`config.mk`:
```
export PLATFORM = sky130hd
export DESIGN_NAME = lsu_mem_stage
export DESIGN_NICKNAME = d
export VERILOG_FILES = /design/src/rtl/lsu_pkg.sv /design/src/rtl/lsu_align.sv /design/src/rtl/lsu_mem_stage.sv
export SDC_FILE = /design/constraint.sdc
export NUM_CORES = 1
export LEC_CHECK = 0
export CAP_MARGIN = 20
export CORE_ASPECT_RATIO = 1.2
export CORE_UTILIZATION = 64
export DETAILED_ROUTE_END_ITERATION = 7
export DONT_BUFFER_PORTS = 1
export GPL_TIMING_DRIVEN = 0
export PLACE_DENSITY = 0.8
export RECOVER_POWER = 100
export SLEW_MARGIN = 20
export SYNTH_ARGS = -nofsm -noshare
export SYNTH_HDL_FRONTEND = slang
export SYNTH_HIERARCHICAL = 1
export SYNTH_SLANG_ARGS = --single-unit
```
`constraint.sdc`:
```
create_clock -name clk -period 4.7 [get_ports clk]
set_input_delay 0.47 -clock clk [delete_from_list [all_inputs] [get_ports clk]]
set_output_delay 0.47 -clock clk [all_outputs]
set_load 0.005 [all_outputs]
```
`src/rtl/lsu_pkg.sv`:
```
// Shared encodings for the load/store unit: RV32I funct3 values, fault codes and FSM states.
package lsu_pkg;

  localparam logic [2:0] F3_B  = 3'b000;
  localparam logic [2:0] F3_H  = 3'b001;
  localparam logic [2:0] F3_W  = 3'b010;
  localparam logic [2:0] F3_BU = 3'b100;
  localparam logic [2:0] F3_HU = 3'b101;

  localparam logic [1:0] FLT_NONE = 2'b00;
  localparam logic [1:0] FLT_MIS  = 2'b01;
  localparam logic [1:0] FLT_OOR  = 2'b10;
  localparam logic [1:0] FLT_ILL  = 2'b11;

  typedef enum logic [2:0] {IDLE, LOAD, STORE, RMW_RD, RMW_WR, RESP} state_t;

endpackage

```
`src/rtl/lsu_align.sv`:
```
// Byte-lane steering: extracts/extends load data from a memory word and merges
// sub-word store data into a previously read word.
module lsu_align
  import lsu_pkg::*;
(
  input  logic [31:0] ld_word,
  input  logic [31:0] st_word,
  input  logic [31:0] wdata,
  input  logic [1:0]  off,
  input  logic [2:0]  funct3,
  output logic [31:0] ld_data,
  output logic [31:0] st_data
);

  logic [31:0]        shifted;
  logic signed [7:0]  lane_b;
  logic signed [15:0] lane_h;

  always_comb begin
    shifted = ld_word >> {off, 3'b000};
    lane_b  = shifted[7:0];
    lane_h  = shifted[15:0];
    case (funct3)
      F3_B:    ld_data = 32'(lane_b);
      F3_H:    ld_data = 32'(lane_h);
      F3_BU:   ld_data = {24'b0, shifted[7:0]};
      F3_HU:   ld_data = {16'b0, shifted[15:0]};
      default: ld_data = ld_word;
    endcase
  end

  // Untouched lanes keep the just-read bytes so the full-word write is harmless.
  always_comb begin
    st_data = st_word;
    case (funct3)
      F3_B:    st_data[{off, 3'b000} +: 8]     = wdata[7:0];
      F3_H:    st_data[{off[1], 4'b0000} +: 16] = wdata[15:0];
      default: st_data = wdata;
    endcase
  end

endmodule

```
`src/rtl/lsu_mem_stage.sv`:
```
// Load/store unit between EX/MEM and a word-addressed data memory without byte
// enables; sub-word stores are done as read-modify-write.
module lsu_mem_stage
  import lsu_pkg::*;
#(
  parameter int MEM_WORDS = 64
) (
  input  logic        clk,
  input  logic        reset,
  input  logic        req_valid,
  output logic        req_ready,
  input  logic        req_we,
  input  logic [2:0]  req_funct3,
  input  logic [31:0] req_addr,
  input  logic [31:0] req_wdata,
  input  logic [4:0]  req_rd,
  output logic        resp_valid,
  input  logic        resp_ready,
  output logic [31:0] resp_data,
  output logic [4:0]  resp_rd,
  output logic [1:0]  resp_fault,
  output logic        mem_read,
  output logic        mem_write,
  output logic [31:0] mem_addr,
  output logic [31:0] mem_wdata,
  input  logic [31:0] mem_rdata
);

  // Priority: illegal funct3 > misaligned > out of range.
  function automatic logic [1:0] fault_of(input logic we, input logic [2:0] f3,
                                          input logic [31:0] addr);
    logic ill, mis, oor;
    if (we) ill = !(f3 inside {F3_B, F3_H, F3_W});
    else    ill = f3 inside {3'b011, 3'b110, 3'b111};
    mis = ((f3[1:0] == 2'b01) && addr[0]) || ((f3[1:0] == 2'b10) && (addr[1:0] != 2'b00));
    oor = {2'b00, addr[31:2]} >= 32'(MEM_WORDS);
    if (ill)      return FLT_ILL;
    else if (mis) return FLT_MIS;
    else if (oor) return FLT_OOR;
    else          return FLT_NONE;
  endfunction

  state_t      state;
  logic [2:0]  f3_q;
  logic [31:0] addr_q;
  logic [31:0] wdata_q;
  logic [31:0] old_q;
  logic [31:0] resp_data_q;
  logic [4:0]  resp_rd_q;
  logic [1:0]  resp_fault_q;
  logic [1:0]  req_fault;
  logic [31:0] ld_data;
  logic [31:0] st_data;

  assign req_fault = fault_of(req_we, req_funct3, req_addr);

  lsu_align u_align (
    .ld_word (mem_rdata),
    .st_word (old_q),
    .wdata   (wdata_q),
    .off     (addr_q[1:0]),
    .funct3  (f3_q),
    .ld_data (ld_data),
    .st_data (st_data)
  );

  always_ff @(posedge clk or posedge reset) begin
    if (reset) begin
      state        <= IDLE;
      f3_q         <= '0;
      addr_q       <= '0;
      wdata_q      <= '0;
      old_q        <= '0;
      resp_data_q  <= '0;
      resp_rd_q    <= '0;
      resp_fault_q <= FLT_NONE;
    end else begin
      case (state)
        IDLE: if (req_valid) begin
          f3_q         <= req_funct3;
          addr_q       <= req_addr;
          wdata_q      <= req_wdata;
          resp_data_q  <= '0;
          resp_rd_q    <= req_we ? 5'd0 : req_rd;
          resp_fault_q <= req_fault;
          if (req_fault != FLT_NONE)  state <= RESP;
          else if (!req_we)           state <= LOAD;
          else if (req_funct3 == F3_W) state <= STORE;
          else                        state <= RMW_RD;
        end
        LOAD: begin
          resp_data_q <= ld_data;
          state       <= RESP;
        end
        STORE:  state <= RESP;
        RMW_RD: begin
          old_q <= mem_rdata;
          state <= RMW_WR;
        end
        RMW_WR: state <= RESP;
        RESP:   if (resp_ready) state <= IDLE;
        default: state <= IDLE;
      endcase
    end
  end

  assign req_ready  = (state == IDLE);
  assign resp_valid = (state == RESP);
  assign resp_data  = resp_valid ? resp_data_q  : 32'd0;
  assign resp_rd    = resp_valid ? resp_rd_q    : 5'd0;
  assign resp_fault = resp_valid ? resp_fault_q : FLT_NONE;
  assign mem_read   = (state == LOAD)  || (state == RMW_RD);
  assign mem_write  = (state == STORE) || (state == RMW_WR);
  assign mem_addr   = (state != IDLE) ? {2'b00, addr_q[31:2]} : 32'd0;
  assign mem_wdata  = (state == STORE)  ? wdata_q :
                      (state == RMW_WR) ? st_data : 32'd0;

endmodule

```
[Word level (Yosys, flattened, before mapping)]
Cells that the tools add are included.
Word-level totals
  flip-flop bits (word level): 141
  output and inout port bits: 107
Cells by class
  add/subtract/negate cells: 2
  $lt $le $gt $ge: 1
  equality and inequality tests: 17
  shifts and indexed selects: 5
  muxes and demuxes: 23
  reduce and logical (&&, ||, !) cells: 19
Operators by type and width (count)
  32-bit two-way mux: 4
  32-bit one-hot mux with 2 select lines: 2
  32-bit one-hot mux with 4 select lines: 1
  32-bit bitwise mux: 2
  16-bit by 7-bit variable shift with 32-bit output, first input constant: 1
  8-bit by 7-bit variable shift with 32-bit output, first input constant: 1
  16-bit by 7-bit indexed part select with 32-bit output: 1
  8-bit by 7-bit indexed part select with 32-bit output: 1
  32-bit by 5-bit >> shifter with 16-bit output: 1
  30-bit by 7-bit greater-or-equal comparator with 1-bit output, second input constant: 1
  30-bit two-way mux: 1
  3-bit equality test, second input constant: 6
  5-bit negator with 7-bit output: 2
  3-bit by 2-bit equality test with 1-bit output, second input constant: 4
  3-bit one-hot mux with 4 select lines: 1
  2-bit two-way mux: 5
  5-bit two-way mux: 2
  3-bit by 1-bit equality test with 1-bit output, second input constant: 3
  3-bit logical NOT: 3
  3-bit two-way mux: 3
  3-bit nonzero test: 3
  2-bit AND reduction: 3
  2-bit nonzero test: 3
  1-bit logical OR: 3
  8 further kinds: 10

[Logic depth before layout (Yosys ltp)]
  depth in word-level cells: 9
  depth in mapped cells: 10
  mapped depth without buffers: 7

[Modules after synthesis]
Netlist, hierarchy kept.
Modules (own cells, without submodules)
  lsu_mem_stage: times used 1, cells an instance 534, area each 6361.1 um^2
  lsu_align: times used 1, cells an instance 283, area each 2009.4 um^2

[Worst setup path after synthesis]
Ideal clock, no wire load.
  kind: reg-to-output
  start: register addr_q[1]
  end: output port mem_wdata[10]
  arrival: 2224 ps
  path slack: 2006 ps
  cell stages (with the launch flop): 11
  buffers on the path: 3
  cells stage by stage: dfrtp_1 clkbuf_8 inv_1 clkbuf_1 ha_1 and4b_1 buf_2 a221o_1 o21ai_0 a21oi_1 a22o_1
On the way
  word-level cells in the longest chain between the ends: 6
Ends and longest elaborated chain
  start, declared: line lsu_mem_stage.sv:45  | logic [31:0] addr_q;
  start signal, assigned: line lsu_mem_stage.sv:81  | addr_q <= req_addr;
  5-bit negator with 7-bit output, on equally long branches: line lsu_align.sv:37, lsu_align.sv:36
  16-bit by 7-bit indexed part select with 32-bit output (tied with other cells): line lsu_align.sv:37  | F3_H: st_data[{off[1], 4'b0000} +: 16] = wdata[15:0];
  32-bit bitwise mux, on equally long branches: line lsu_align.sv:37, lsu_align.sv:36
  32-bit one-hot mux with 2 select lines (*): line lsu_align.sv:35  | case (funct3)
  via st_data[10]: line lsu_mem_stage.sv:53  | logic [31:0] st_data;
  32-bit two-way mux (*): line lsu_mem_stage.sv:116  | (state == RMW_WR) ? st_data : 32'd0;
  32-bit two-way mux (*): line lsu_mem_stage.sv:115  | assign mem_wdata = (state == STORE) ? wdata_q :
  end, declared: line lsu_mem_stage.sv:25  | output logic [31:0] mem_wdata,
The timed path passes the listed nets; every way through them passes the cells marked *.

[Worst setup path in the final report]
  start: register addr_q[1]
  end: output port mem_wdata[23]
Same word-level chain as after synthesis.

==> results.md <==
- Via count: 6606
- CTS clk-pin slew, worst paths: 0.06 ns
- Multiplexer area fraction after synthesis: 16.6%
- First-pass DRT Iterations: 5
- Die Y-Extent: 127 um
- Simple-Gate Fraction of Synth Area: 15.3%
- Hold-fix buffers, CTS: 1
- Xor/xnor share of the synthesized area: 0%
- Global placement routability congestion: 0.967
- Status: finished with violations
- Maximum clock path buffer count: 2
- # DRC: 0
- Die footprint: 13500 um2
- Worst Hold Launch: req_addr[5]
- Ratio of cells with drive above 1 in the final layout: 14.8%
- F_max: 245 MHz
- Compound-cell area share of the yosys netlist: 19.7%
- Vias per inst: 6.50
- Synth warn: 6
- WL/cell: 23.1 um
- Post-synth ARST share: 100%
- Clock tree root driver cell: clkbuf_16
- Yosys reg bits: 141
- Seq/Total Area, Yosys: 42.2%
- RSZ-0062 raised after global routing: no
- Clock tree sinks: 141
- Adder-cell share of the synthesized area: 0.747%
- Fill count: 983
- Max VDD drop: 0.000342 V
- Post-Place Setup Slack: 1.58 ns
- Initial Utilization: 65.8%
- IO Pins: 216
- Rel. slew slack: -14.3%
- FF/Latch Area: 3530 um2
- H-Tree Depth: 4
- Fin crit period: 4.08 ns
- Worst-margin pin slew: 1.70 ns
- Post-CTS Resized: 0
- Number of I/O port buffers: 0
- HP Class: primary input to register
- # nets final: 953
- Synth-to-Final Area Change: 7.94%
- CP Launch Type: register
- Switching power: 2.60 mW
- Crit. Startpoint: addr_q[1]
- CTS tree: yes
- Worst r2r src: state[2]
- Critical path class: register to output pin
- Initial antenna violation count: 0
- Post-synth top area cell: dfrtp_1
- Synthesized instance count: 817
- CTS buffer count: 17
- Setup ws final: 0.622 ns
- Violated checks: capacitance limit, slew limit
- Pin count of the biggest net entering global routing: 105
- Final ANT Viol Nets: 0
- Diodes inserted: 0
- Clock Power Share: 20.2%
- Tot GR Track Use: 35.4%
- Grt ovf: 0
- Final Max Slew Viols: 38
- Rows: 45
- Syn Std Cell Area: 8370 um2
- Reg power frac: 33.6%
- Hpwl dp: 17700 um
- Postcts setup bufs: 0
- First-pass GRT wire length: 36100 um
- CP max FO: 12
- Setup-failing EPs final: 0
- Die width: 106 um
- Max Cap Viol: 1
- Standby leakage power: 3.91 nW
- Worst-Skew Late Latency: 0.43 ns
- Post-synth cell types: 62
- Sw frac: 41.6%
- Total power: 6.25 mW
- Area occupied by multi-input gates: 4360 um2
- WP data required: 4.23 ns
- Routed WL: 23500 um
- Final hold vios: 0
- Ys flop type: dfrtp_1
- EDFF count, synth: 0
- Period Utilization, post-route: 86.8%
- Gate power share: 46.3%
- Crit path DAT: 3.61 ns
- Combinational family with the most area after synthesis: compound AO/OA/AOI/OAI gates
- Vias in the first global route: 6725
- DRT iter0 DRCs: 419
- Syn_area_per_cell: 10.2 um2
- Skew final: 0.00660 ns
- P_int: 3.65 mW
- Post-synth top area share: 42.2%
- Synth area leaders: dfrtp_1 42%, mux2_1 7.8%, mux2_2 6.6%
- Crit. End Element: output pin
- Core area: 12700 um2
- Power per cell area: 692 nW/um2
[Yosys cell counts, drive strengths merged, types with 2 or more instances]
cell and n:
nand2 94, buf 39, or2 3, o21a 3, a22oi 15, mux2i 16, nand2b 6, a21oi 33
nor3 2, inv 7, nor4 8, nor3b 4, o2bb2ai 6, o21ai 77, or3 10, mux2 107
ha 5, a21o 24, a221o 16, o22ai 7, nor2 20, a22o 48, nand3b 9, dfrtp 141
and2 40, clkbuf 27, o211ai 6, and3 2, nor2b 31
[critical path, stage by stage (launching register included)]
cell and delay (ns):
dfrtp_1 0.42, clkbuf_1 0.36, inv_1 0.12, clkbuf_1 0.30, ha_1 0.51, or4b_4 0.48, a21oi_1 0.59, a21o_1 0.22
a22o_1 0.17
[per-layer routing]
metal  vias to the layer above  global-route usage [%]  part of all wire, %
met5                         -                       0                    0
met4                         0                    21.3                  5.0
li1                       2994                       -                    -
met1                      3170                    39.5                   37
met2                       360                    60.5                   50
met3                        82                    9.23                  8.1
[cell families (layout without fill, tap and decap cells)]
kind of cell / after synthesis / count (layout)
buffers and inverters: 75 / 109
AOI/OAI and AO/OA: 238 / 238
adders and majority gates: 5 / 5
DFF: 141 / 141
muxes: 124 / 124
other: 1 / 2
and+or+nand+nor: 233 / 233
[final cells by class]
class / count / area share [%]
plain buffers: 67 / 3.59
inverters: 8 / 0.346
flip-flops and latches: 141 / 39.1
clock buffers: 21 / 5.10
multi-input cells: 602 / 48.2
clock inverters: 11 / 1.02
repair buffers: 2 / 0.415
well taps: 164 / 2.27
[metrics by stage]
stage               area, um2  utilization [%]  cells  TNS (ns)  hold slack (ns)
finish                   9030             71.0   1016         0            0.173
global route             9030             71.0   1016         0            0.163
CTS                      9180             72.1   1016         0            0.164
detailed placement       8610             67.7    983         0            0.305
global placement         8580             67.4    982    -94.22            0.456
floorplan                8370                -    818         0            0.438
[flip-flops by register name, indices dropped and copies added, names as in the netlist]
| name | cells |
|---|---|
| resp_fault_q | 2 |
| old_q | 32 |
| resp_rd_q | 5 |
| wdata_q | 32 |
| state | 3 |
| resp_data_q | 32 |
| addr_q | 32 |
| f3_q | 3 |
[power groups by stage]
stage,registers [mW],clock network [mW],logic (mW)
floorplan,1.91,0,2.33
detailed placement,2.09,0,2.90
CTS,2.08,1.27,2.92
finish,2.10,1.26,2.89
global route,2.14,1.33,3.17
global placement,2.07,0,2.80
[cells in the final DEF, fill, tap and decap left out, types with 15 or more instances in the layout]
cell type	synthesis	layout
and2_0	0	40
a21o_1	17	17
nand2_1	92	93
clkbuf_1	25	42
mux2_2	49	49
dfrtp_1	141	141
clkbuf_16	0	17
o21ai_0	65	69
buf_2	25	19
a221o_1	16	16
a21oi_1	31	32
nor2_1	17	18
a22oi_1	15	15
mux2_1	58	58
nor2b_1	31	31
mux2i_1	16	16
a22o_1	48	48
[final timing paths]
| kind | end | slack (ns) | cells after the start |
|---|---|---|---|
| min | addr_q[5] | 0.17 | 1 |
| max | mem_wdata[23] | 0.62 | 8 |
| min reg2reg | addr_q[25] | 0.48 | 1 |
| min in group asynchronous | addr_q[7] | 0.92 | 2 |
| max in group asynchronous | wdata_q[17] | 2.64 | 3 |
| max reg2reg | wdata_q[31] | 1.43 | 6 |
(Power assumes the default switching activity.)
